## config.mk

```make
export PLATFORM = sky130hd
export DESIGN_NAME = sd_dat_reader_flat
export DESIGN_NICKNAME = d
export VERILOG_FILES = /design/src/rtl/sd_pkg.sv /design/src/rtl/sd_dat_reader_if.sv /design/src/rtl/sd_crc16.sv /design/src/rtl/sd_dat_reader.sv /design/src/flat_wrapper.sv
export SDC_FILE = /design/constraint.sdc
export NUM_CORES = 1
export LEC_CHECK = 0
export CAP_MARGIN = 5
export CORE_MARGIN = 5
export CORE_UTILIZATION = 35
export CTS_BUF_LIST = sky130_fd_sc_hd__clkbuf_16
export DETAILED_ROUTE_END_ITERATION = 10
export GPL_ROUTABILITY_DRIVEN = 0
export SYNTH_ARGS = -nofsm -noshare
export SYNTH_HDL_FRONTEND = slang
export SYNTH_SLANG_ARGS = --single-unit
export TNS_END_PERCENT = 100
```

## constraint.sdc

```tcl
create_clock -name clk -period 3.8 [get_ports clk]
set_input_delay 0.38 -clock clk [delete_from_list [all_inputs] [get_ports clk]]
set_output_delay 0.38 -clock clk [all_outputs]
set_load 0.005 [all_outputs]
```

## src/rtl/sd_pkg.sv

```systemverilog
// Shared SD definitions: receiver state encoding, sector/CRC constants and card
// type codes used by both the data reader and the command FSM.
package sd_pkg;

  typedef enum logic [2:0] {
    RX_IDLE,
    RX_WAIT_START,
    RX_DATA,
    RX_CRC,
    RX_END,
    RX_DONE
  } rx_state_t;

  localparam int unsigned SD_SECTOR_BYTES = 512;
  localparam int unsigned SD_CRC_BITS     = 16;
  localparam logic [15:0] SD_CRC16_POLY   = 16'h1021;

  typedef enum logic [1:0] {
    CARD_UNKNOWN,
    CARD_SDV1,
    CARD_SDV2,
    CARD_SDHCV2
  } card_type_t;

endpackage

```

## src/rtl/sd_dat_reader_if.sv

```systemverilog
// Bundle between the SD data reader and its controller: SD lines, transfer
// control and the byte stream towards the user side.
interface sd_dat_reader_if #(
  parameter int unsigned DAT_WIDTH    = 1,
  parameter int unsigned MAX_BLOCKS_W = 16
);
  logic                    sdclk;
  logic [DAT_WIDTH-1:0]    sddat;
  logic                    start;
  logic [MAX_BLOCKS_W-1:0] nblocks;
  logic                    abort;
  logic                    busy;
  logic                    done;
  logic                    stop_req;
  logic                    err_timeout;
  logic                    err_crc;
  logic                    blk_done;
  logic [MAX_BLOCKS_W-1:0] blk_idx;
  logic                    outen;
  logic [8:0]              outaddr;
  logic [7:0]              outbyte;

  modport master (
    output sdclk, sddat, start, nblocks, abort,
    input  busy, done, stop_req, err_timeout, err_crc, blk_done, blk_idx,
           outen, outaddr, outbyte
  );

  modport slave (
    input  sdclk, sddat, start, nblocks, abort,
    output busy, done, stop_req, err_timeout, err_crc, blk_done, blk_idx,
           outen, outaddr, outbyte
  );
endinterface

```

## src/rtl/sd_crc16.sv

```systemverilog
// Bit-serial CRC16 (x^16+x^12+x^5+1, init 0) for one DAT lane.
module sd_crc16
  import sd_pkg::*;
(
  input  logic        clk,
  input  logic        rst,
  input  logic        i_clr,
  input  logic        i_en,
  input  logic        i_bit,
  output logic [15:0] o_crc
);

  logic [15:0] r_crc;
  logic        w_fb;

  assign w_fb  = i_bit ^ r_crc[15];
  assign o_crc = r_crc;

  always_ff @(posedge clk or posedge rst) begin
    if (rst) begin
      r_crc <= '0;
    end else if (i_clr) begin
      r_crc <= '0;
    end else if (i_en) begin
      r_crc <= {r_crc[14:0], 1'b0} ^ (w_fb ? SD_CRC16_POLY : 16'h0000);
    end
  end

endmodule

```

## src/rtl/sd_dat_reader.sv

```systemverilog
// SD data-phase receiver: 1/4-bit DAT, multi-block reads, per-lane CRC16 check,
// start-bit timeout; streams sector bytes with their offset and block index.
module sd_dat_reader
  import sd_pkg::*;
#(
  parameter int unsigned DAT_WIDTH    = 1,
  parameter int unsigned TIMEOUT_CLKS = 1000000,
  parameter int unsigned MAX_BLOCKS_W = 16
) (
  input logic             clk,
  input logic             rst,
  sd_dat_reader_if.slave  bus
);

  localparam int unsigned LANE_BITS = SD_SECTOR_BYTES * 8 / DAT_WIDTH;
  localparam int unsigned SUB_W     = $clog2(8 / DAT_WIDTH);
  localparam int unsigned BITCNT_W  = $clog2(LANE_BITS);
  localparam int unsigned TMO_W     = $clog2(TIMEOUT_CLKS + 1);

  rx_state_t               r_state;
  logic                    r_sdclkl;
  logic [7-DAT_WIDTH:0]    r_shift;
  logic [BITCNT_W-1:0]     r_bitcnt;
  logic [TMO_W-1:0]        r_tmo;
  logic [MAX_BLOCKS_W-1:0] r_count;
  logic [MAX_BLOCKS_W-1:0] r_blk_idx;
  logic [8:0]              r_addr;
  logic                    r_busy, r_done, r_stop_req, r_err_timeout, r_err_crc;
  logic                    r_blk_done, r_outen;
  logic [8:0]              r_outaddr;
  logic [7:0]              r_outbyte;

  logic                    w_edge;
  logic [7:0]              w_shift_next;
  logic                    w_crc_clr, w_crc_en;
  logic [3:0]              w_crc_sel;
  logic [15:0]             w_crc [DAT_WIDTH];
  logic [DAT_WIDTH-1:0]    w_lane_err;

  assign w_edge       = ~r_sdclkl & bus.sdclk;
  assign w_shift_next = {r_shift, bus.sddat};
  assign w_crc_clr    = w_edge & (r_state == RX_WAIT_START) & ~bus.sddat[0];
  assign w_crc_en     = w_edge & (r_state == RX_DATA);
  assign w_crc_sel    = 4'(SD_CRC_BITS - 1) - r_bitcnt[3:0];

  // One CRC engine per lane; during the CRC phase each lane's incoming bit is
  // compared against the matching bit of its own accumulated CRC.
  for (genvar g = 0; g < DAT_WIDTH; g++) begin : g_lane
    sd_crc16 u_crc (
      .clk   (clk),
      .rst   (rst),
      .i_clr (w_crc_clr),
      .i_en  (w_crc_en),
      .i_bit (bus.sddat[g]),
      .o_crc (w_crc[g])
    );
    assign w_lane_err[g] = bus.sddat[g] ^ w_crc[g][w_crc_sel];
  end

  always_ff @(posedge clk or posedge rst) begin
    if (rst) begin
      r_state       <= RX_IDLE;
      r_sdclkl      <= 1'b0;
      r_shift       <= '0;
      r_bitcnt      <= '0;
      r_tmo         <= '0;
      r_count       <= '0;
      r_blk_idx     <= '0;
      r_addr        <= '0;
      r_busy        <= 1'b0;
      r_done        <= 1'b0;
      r_stop_req    <= 1'b0;
      r_err_timeout <= 1'b0;
      r_err_crc     <= 1'b0;
      r_blk_done    <= 1'b0;
      r_outen       <= 1'b0;
      r_outaddr     <= '0;
      r_outbyte     <= '0;
    end else begin
      r_sdclkl   <= bus.sdclk;
      r_outen    <= 1'b0;
      r_done     <= 1'b0;
      r_stop_req <= 1'b0;
      r_blk_done <= 1'b0;
      if (bus.abort) begin
        r_state <= RX_IDLE;
        r_busy  <= 1'b0;
      end else begin
        case (r_state)
          RX_IDLE: if (bus.start) begin
            r_count       <= (bus.nblocks == '0) ? MAX_BLOCKS_W'(1) : bus.nblocks;
            r_err_timeout <= 1'b0;
            r_err_crc     <= 1'b0;
            r_blk_idx     <= '0;
            r_tmo         <= '0;
            r_addr        <= '0;
            r_busy        <= 1'b1;
            r_state       <= RX_WAIT_START;
          end
          RX_WAIT_START: if (w_edge) begin
            if (!bus.sddat[0]) begin
              r_bitcnt <= '0;
              r_state  <= RX_DATA;
            end else if (32'(r_tmo) >= TIMEOUT_CLKS) begin
              r_err_timeout <= 1'b1;
              r_state       <= RX_DONE;
            end else begin
              r_tmo <= r_tmo + TMO_W'(1);
            end
          end
          RX_DATA: if (w_edge) begin
            r_shift  <= w_shift_next[7-DAT_WIDTH:0];
            r_bitcnt <= r_bitcnt + BITCNT_W'(1);
            if (&r_bitcnt[SUB_W-1:0]) begin
              r_outen   <= 1'b1;
              r_outaddr <= r_addr;
              r_outbyte <= w_shift_next;
              r_addr    <= r_addr + 9'd1;
            end
            if (r_bitcnt == BITCNT_W'(LANE_BITS - 1)) begin
              r_bitcnt <= '0;
              r_state  <= RX_CRC;
            end
          end
          RX_CRC: if (w_edge) begin
            if (|w_lane_err) r_err_crc <= 1'b1;
            r_bitcnt <= r_bitcnt + BITCNT_W'(1);
            if (r_bitcnt == BITCNT_W'(SD_CRC_BITS - 1)) r_state <= RX_END;
          end
          RX_END: if (w_edge) begin
            if (r_err_crc) begin
              r_state <= RX_DONE;
            end else begin
              r_blk_done <= 1'b1;
              if (r_blk_idx + MAX_BLOCKS_W'(1) == r_count) begin
                r_state <= RX_DONE;
              end else begin
                r_blk_idx <= r_blk_idx + MAX_BLOCKS_W'(1);
                r_tmo     <= '0;
                r_state   <= RX_WAIT_START;
              end
            end
          end
          RX_DONE: begin
            r_done     <= 1'b1;
            r_stop_req <= (r_count > MAX_BLOCKS_W'(1));
            r_busy     <= 1'b0;
            r_state    <= RX_IDLE;
          end
          default: r_state <= RX_IDLE;
        endcase
      end
    end
  end

  assign bus.busy        = r_busy;
  assign bus.done        = r_done;
  assign bus.stop_req    = r_stop_req;
  assign bus.err_timeout = r_err_timeout;
  assign bus.err_crc     = r_err_crc;
  assign bus.blk_done    = r_blk_done;
  assign bus.blk_idx     = r_blk_idx;
  assign bus.outen       = r_outen;
  assign bus.outaddr     = r_outaddr;
  assign bus.outbyte     = r_outbyte;

endmodule

```

## src/flat_wrapper.sv

```systemverilog
// flat-port wrapper written by rule: the top's interface ports become plain ports
module sd_dat_reader_flat import sd_pkg::*;
#(
  parameter int unsigned DAT_WIDTH    = 1,
  parameter int unsigned TIMEOUT_CLKS = 1000000,
  parameter int unsigned MAX_BLOCKS_W = 16
)
  (clk, rst, bus_sdclk, bus_sddat, bus_start, bus_nblocks, bus_abort, bus_busy, bus_done, bus_stop_req, bus_err_timeout, bus_err_crc, bus_blk_done, bus_blk_idx, bus_outen, bus_outaddr, bus_outbyte);
  sd_dat_reader_if #(.DAT_WIDTH(DAT_WIDTH), .MAX_BLOCKS_W(MAX_BLOCKS_W)) bus_i ();
  input logic clk;
  input logic rst;
  input wire logic [$bits(bus_i.sdclk)-1:0] bus_sdclk;
  input wire logic [$bits(bus_i.sddat)-1:0] bus_sddat;
  input wire logic [$bits(bus_i.start)-1:0] bus_start;
  input wire logic [$bits(bus_i.nblocks)-1:0] bus_nblocks;
  input wire logic [$bits(bus_i.abort)-1:0] bus_abort;
  output wire logic [$bits(bus_i.busy)-1:0] bus_busy;
  output wire logic [$bits(bus_i.done)-1:0] bus_done;
  output wire logic [$bits(bus_i.stop_req)-1:0] bus_stop_req;
  output wire logic [$bits(bus_i.err_timeout)-1:0] bus_err_timeout;
  output wire logic [$bits(bus_i.err_crc)-1:0] bus_err_crc;
  output wire logic [$bits(bus_i.blk_done)-1:0] bus_blk_done;
  output wire logic [$bits(bus_i.blk_idx)-1:0] bus_blk_idx;
  output wire logic [$bits(bus_i.outen)-1:0] bus_outen;
  output wire logic [$bits(bus_i.outaddr)-1:0] bus_outaddr;
  output wire logic [$bits(bus_i.outbyte)-1:0] bus_outbyte;
  assign bus_i.sdclk = bus_sdclk;
  assign bus_i.sddat = bus_sddat;
  assign bus_i.start = bus_start;
  assign bus_i.nblocks = bus_nblocks;
  assign bus_i.abort = bus_abort;
  assign bus_busy = bus_i.busy;
  assign bus_done = bus_i.done;
  assign bus_stop_req = bus_i.stop_req;
  assign bus_err_timeout = bus_i.err_timeout;
  assign bus_err_crc = bus_i.err_crc;
  assign bus_blk_done = bus_i.blk_done;
  assign bus_blk_idx = bus_i.blk_idx;
  assign bus_outen = bus_i.outen;
  assign bus_outaddr = bus_i.outaddr;
  assign bus_outbyte = bus_i.outbyte;
  sd_dat_reader #(.DAT_WIDTH(DAT_WIDTH), .TIMEOUT_CLKS(TIMEOUT_CLKS), .MAX_BLOCKS_W(MAX_BLOCKS_W)) u_core (.clk(clk), .rst(rst), .bus(bus_i));
endmodule
```

==> After elaboration in Yosys (flattened, before gate mapping) <==
Index checks and enable logic that the tools add are counted.
{ "totals": {"elab_cells": 152, "reg_bits": 124, "input_bits": 22} }
{ "op_classes": {"n_addsub": 5, "mux": 65, "n_eq_ne": 29, "bitwise": 10, "reduce_logical": 22, "magnitude_cmp": 3} }
{ "op_table": {"columns": ["operator", "count"], "rows": [
  ["20-bit two-way mux", 7],
  ["16-bit two-way mux", 7],
  ["12-bit two-way mux", 5],
  ["20-bit one-hot mux with 3 select lines", 1],
  ["3-bit two-way mux", 12],
  ["12-bit one-hot mux with 3 select lines", 1],
  ["16-bit one-hot mux with 2 select lines", 1],
  ["9-bit two-way mux", 3],
  ["6-bit AND reduction", 4],
  ["1-bit two-way mux", 21],
  ["20-bit by 1-bit adder with 20-bit output, second input constant", 1],
  ["20-bit greater-or-equal comparator, second input constant", 1],
  ["9-bit one-hot mux with 2 select lines", 1],
  ["16-bit by 1-bit adder with 16-bit output, second input constant", 1],
  ["16-bit equality test", 1],
  ["16-bit by 1-bit greater-than comparator with 1-bit output, second input constant", 1],
  ["16-bit zero test", 1],
  ["2-bit != test, second input constant", 8],
  ["16-bit by 13-bit XOR with 16-bit output", 1],
  ["3-bit by 2-bit != test with 1-bit output, second input constant", 5],
  ["3-bit one-hot mux with 5 select lines", 1],
  ["13-bit two-way mux", 1],
  ["12-bit by 1-bit adder with 12-bit output, second input constant", 1],
  ["12-bit equality test, second input constant", 1],
  ["23 further kinds", 47]
]} }

==> Logic depth before layout (Yosys ltp) <==
{ "depth": {"word_depth": 7, "mapped_depth": 11, "depth_no_buf": 8} }

==> By module <==
Synthesis repeated with hierarchy kept, for this count alone.
{ "hier_totals": {"cells_unflattened": 734, "hier_area_um2": 6887.9} }
{ "modules_own_cells": {"columns": ["module", "n_inst", "area_each_um2", "seq_area_each_um2", "cells_per_inst"], "rows": [
  ["sd_dat_reader", 1, 6190.9, 2702.6, 675],
  ["sd_crc16", 1, 696.9, 400.4, 59]
]} }

==> Worst setup path after synthesis <==
Ideal clock, no wire load.
{ "synth_path": {"path_type": "register -> register", "start": "register u_core.r_blk_idx[0], in the netlist u_core.bus.blk_idx[0]", "end": "register u_core.r_blk_idx[3], in the netlist u_core.bus.blk_idx[3]", "required_ns": 3.673, "n_path_buf": 2, "path_stages_with_launch": 11, "slack_ns": 1.067, "arrival_time_ns": 2.606, "path_cell_list": "dfrtp_1 ha_1 and3_1 a311oi_2 a31oi_1 or4_1 or4_4 buf_2 buf_2 a31oi_1 a31oi_1"} }
{ "synth_between": {"elab_chain_len": 5, "word_cells_on_any_way": 8, "classes_between": "1 x add/sub; 2 x eq/ne; 4 x mux; 1 x reduce/logical"} }
{ "synth_rtl": {"columns": ["item", "line_no", "text"], "rows": [
  ["start: declaration", "sd_dat_reader.sv:26", "logic [MAX_BLOCKS_W-1:0] r_blk_idx;"],
  ["start signal: assignment", "sd_dat_reader.sv:138", "r_blk_idx <= r_blk_idx + MAX_BLOCKS_W'(1);"],
  ["16-bit by 1-bit adder with 16-bit output (*)", "sd_dat_reader.sv:135, sd_dat_reader.sv:138", null],
  ["branches (longest 4 deep; another with 16-bit equality test)", null, null]
]} }
Every way passes the cells marked *. The select of a mux whose other input is x is not followed.
A chain may end at the register's enable or synchronous reset.

==> Final worst setup path <==
{ "layout_path": {"start": "register u_core.r_blk_idx[0], in the netlist u_core.bus.blk_idx[0]", "end": "register u_core.r_blk_idx[1], in the netlist u_core.bus.blk_idx[1]"} }
Same word-level chain as after synthesis.

==> impl_summary.log <==
[metrics] Initial Util: 0.354
[metrics] net count after synthesis: 744
[metrics] total number of placement rows: 50
[metrics] overall overflow remaining after global route: 0
[metrics] setup-violating endpoint count in the final report: 0
[metrics] CP cell instances: ha_1 > nand3_1 > nor2_1 > xnor2_1 > or4_1 > or4_4 > and3b_1 > mux2i_1
[metrics] Worst Setup Start Kind: register
[metrics] Slowest-stage cell, CP: sky130_fd_sc_hd__or4_4
[metrics] floorplan die width: 147 um
[metrics] overall power after layout: between 3000 and 4000 uW
[metrics] crit path time final: 3210 ps
[metrics] area growth from synthesis to layout: 20.6%
[metrics] Antenna Violating Nets Remaining: 0
[metrics] first-iteration detailed-routing DRC count: 368
[metrics] first-pass GRT wire length: 27200 um
[metrics] total buffers and inverters traversed by the critical path: 0
[metrics] number of enable-type register cells in the synthesized netlist: 0
[metrics] proportion of synthesized flip-flops having asynchronous set or reset: 1.00
[metrics] most instantiated flip-flop cell in the synthesis netlist: sky130_fd_sc_hd__dfrtp_1
[metrics] Syn Inst Count: approximately 700
[metrics] Overall Global Routing Usage: 0.154
[metrics] warning count from the yosys run: 0
[metrics] cell type with the highest aggregate area in the netlist: sky130_fd_sc_hd__dfrtp_1
[metrics] final critical-path share of the clock period: 0.845
[metrics] transition time of the tightest slew-check pin: slightly above 900 ps
[metrics] area fraction of the dominant cell type after synthesis: 0.472
[metrics] Worst-Skew Late Latency: 420 ps
[metrics] Total Wirelength: 15800 um
[metrics] cell area after technology mapping: 6580 sq um
[metrics] critical path arrival: 3490 ps
[metrics] Post-CTS Hold Buffers: 0
[metrics] maximum VDD drop: about 300 uV
[metrics] maximum clock insertion buffer count: 2
[metrics] number of antenna violations at the first check in global routing: 0
[metrics] number of H-tree levels: 4
[metrics] pin count of the biggest net entering global routing: 70
[metrics] TritonCTS clock tree: done
[metrics] Unique masters post-synth: 60
[metrics] leading cell type in the layout, fill and taps excluded: sky130_fd_sc_hd__nand2_1
[metrics] Final Hold Violating Endpoints: 0
[metrics] Hold Crit Class: register to register
[metrics] total of flip-flops plus latches after synthesis: between 100 and 150
[metrics] # Max-Cap Violations: 0
[metrics] I/O Pins: 62
[metrics] delay of the slowest cell on the worst path: 580 ps
[metrics] worst slew slack as a fraction of its limit: 0.383
[metrics] Top delay family on crit path: simple AND/OR/NAND/NOR gates
[metrics] biggest area contributors in the synthesized netlist: sky130_fd_sc_hd__dfrtp_1 47%, sky130_fd_sc_hd__nand2_1 8.9%, sky130_fd_sc_hd__o21ai_0 3.4%
[metrics] average wire length per cell after detail routing: 15.7 um
[metrics] die extent in y: 147 um
[metrics] proportion of layout cells with a drive suffix above 1: 0.101
[metrics] drt first pass iters: 5
[metrics] worst clock skew on the final layout: 10.9 ps
[metrics] Resized Gates After CTS: 0
[metrics] final-stage net count: between 700 and 800
[metrics] via density per instance: 5.29
[metrics] remaining design rule violation count: 0
[metrics] setup repair bufs after CTS: 0
[metrics] accumulated negative setup slack: 0 ps
[metrics] CP Max Fanout: 21
[metrics] max-slew violation total from the final report: 0
[metrics] Crit. End Element: register
[metrics] sink count of the clock tree: 124
[metrics] DP Wirelength: roughly 11000 um
[metrics] Achievable Freq: 311 MHz
[metrics] proportion of synthesized chip area in sequential cells: 0.472
[metrics] Setup Crit Path Kind: register to register
[metrics] mean cell area of the mapped netlist: 9.18 sq um
[metrics] area of the core region: 18600 sq um
[metrics] Antenna diodes: 0
[metrics] Worst Path Required: 4080 ps
[metrics] number of input and output port buffers inserted: a little over 60
[metrics] cell chosen for the clock root: sky130_fd_sc_hd__clkbuf_16
[metrics] ratio of total power to cell area: 458 nW/um^2
[metrics] die area: about 22000 sq um
[metrics] clock buffer count from CTS: 17
[metrics] via count of the first global-routing pass: 5115
[metrics] clock-pin slew on the worst setup and hold paths: 60 ps
[metrics] leading cell types in the layout, fill and taps excluded: 156 x sky130_fd_sc_hd__nand2_1, 124 x sky130_fd_sc_hd__dfrtp_1, 61 x sky130_fd_sc_hd__clkdlybuf4s50_1, 45 x sky130_fd_sc_hd__o21ai_0, 31 x sky130_fd_sc_hd__a21oi_1
[metrics] outcome: completed
[metrics] leakage power: 0.00342 uW
[metrics] total via count in the routed design: 5347
[metrics] setup repair after global routing missed its margin: false
## final cells by class
cell class	count	area (sq um)
clock inverters	15	139
flip-flops and latches	124	3100
fillers	1792	10600
multi-input cells	535	3210
well taps	234	293
repair buffers	74	721
inverters	11	43.8
clock buffers	17	425
## cell families after synthesis
kind of cell,after synthesis,synth area share
compound gates,158,0.152
xor+xnor,33,0.0440
fa+ha+maj,6,0.0114
buf+inv,57,0.0411
flops,124,0.472
mux,23,0.0474
simple gates,315,0.232
## tightest hold or removal path, stage by stage, from the launching register on
cell	delay (ps)
sky130_fd_sc_hd__dfrtp_1	350
sky130_fd_sc_hd__nand2_1	50
sky130_fd_sc_hd__nand2_1	50
## per-layer routing
| metal | up-vias | wire, um | GRT usage |
|---|---|---|---|
| met3 | 15 | 510 | 0.0330 |
| li1 | 2659 | - | - |
| met1 | 2597 | 7830 | 0.221 |
| met5 | - | 0 | 0 |
| met2 | 76 | 7300 | 0.231 |
| met4 | 0 | 168 | 0.0489 |
## sequential cells by signal (all words and copies together), names as in the netlist
signal                     count
u_core.bus.busy                1
u_core.bus.stop_req            1
u_core.r_tmo                  20
u_core.bus.outaddr             9
u_core.r_bitcnt               12
u_core.bus.blk_done            1
u_core.bus.outbyte             8
u_core.r_state                 3
u_core.bus.done                1
u_core.bus.blk_idx            16
u_core.r_addr                  9
u_core.bus.outen               1
u_core.r_shift                 7
u_core.g_lane.u_crc.o_crc     16
u_core.bus.err_timeout         1
u_core.r_sdclkl                1
u_core.r_count                16
u_core.bus.err_crc             1
## stage by stage
stage          utilization  cell area, sq um  std cells  setup WS (ps)  hold WS [ps]
3_3_place_gp         0.397              7370        978            674           465
2_1_floorplan            -              6580        716            121           411
3_5_place_dp         0.397              7370        978            631           467
5_1_grt              0.427              7930       1010            377           519
6_report             0.427              7930       1010            590           480
4_1_cts              0.427              7930       1010            602           481
## cell usage after synthesis, types with 3 or more instances
cell	count
sky130_fd_sc_hd__ha_1	6
sky130_fd_sc_hd__buf_6	4
sky130_fd_sc_hd__o21ai_0	45
sky130_fd_sc_hd__and2_1	5
sky130_fd_sc_hd__nand3_1	27
sky130_fd_sc_hd__o2bb2ai_1	7
sky130_fd_sc_hd__a22o_1	6
sky130_fd_sc_hd__nor2b_1	6
sky130_fd_sc_hd__nor4_1	12
sky130_fd_sc_hd__o31ai_1	10
sky130_fd_sc_hd__mux2i_1	3
sky130_fd_sc_hd__or4_1	4
sky130_fd_sc_hd__dfrtp_1	124
sky130_fd_sc_hd__or3_1	5
sky130_fd_sc_hd__mux2_2	15
sky130_fd_sc_hd__nor3b_1	4
sky130_fd_sc_hd__mux4_2	5
sky130_fd_sc_hd__and4_1	9
sky130_fd_sc_hd__clkbuf_1	29
sky130_fd_sc_hd__nor3_1	16
sky130_fd_sc_hd__a31oi_1	23
sky130_fd_sc_hd__inv_1	11
sky130_fd_sc_hd__a41oi_1	5
sky130_fd_sc_hd__buf_4	5
sky130_fd_sc_hd__or2_2	3
sky130_fd_sc_hd__xnor2_1	16
sky130_fd_sc_hd__nand4_1	11
sky130_fd_sc_hd__a21o_1	8
sky130_fd_sc_hd__o21ai_1	4
sky130_fd_sc_hd__xor2_1	17
sky130_fd_sc_hd__o21a_1	3
sky130_fd_sc_hd__buf_2	6
sky130_fd_sc_hd__nand2_1	156
sky130_fd_sc_hd__nor2_1	29
sky130_fd_sc_hd__and3_1	13
sky130_fd_sc_hd__a21oi_1	31
sky130_fd_sc_hd__nand2b_1	4
## path summary, 6_finish.rpt
| check | start | end | slack, ps | depth (start not counted) |
|---|---|---|---|---|
| max | u_core.bus.blk_idx[0]$_DFFE_PP0P_ | u_core.bus.blk_idx[1]$_DFFE_PP0P_ | 590 | 8 |
| min | u_core.r_shift[6]$_DFFE_PP0P_ | u_core.r_shift[6]$_DFFE_PP0P_ | 480 | 2 |
| max reg2reg | u_core.bus.blk_idx[0]$_DFFE_PP0P_ | u_core.bus.blk_idx[1]$_DFFE_PP0P_ | 590 | 8 |
| min reg2reg | u_core.r_shift[6]$_DFFE_PP0P_ | u_core.r_shift[6]$_DFFE_PP0P_ | 480 | 2 |
| max in group asynchronous | rst | u_core.bus.outbyte[1]$_DFFE_PP0P_ | 2480 | 3 |
| min in group asynchronous | rst | u_core.r_tmo[9]$_DFFE_PP0P_ | 520 | 2 |
## power breakdown
part / switching [uW] / total [uW] / internal (uW)
logic: 279 / 502 / 223
clock network: 641 / 1550 / 907
registers: 139 / 1590 / 1450
total: 1060 / 3640 / 2580
Note: power is estimated with default switching activity, not from simulation.
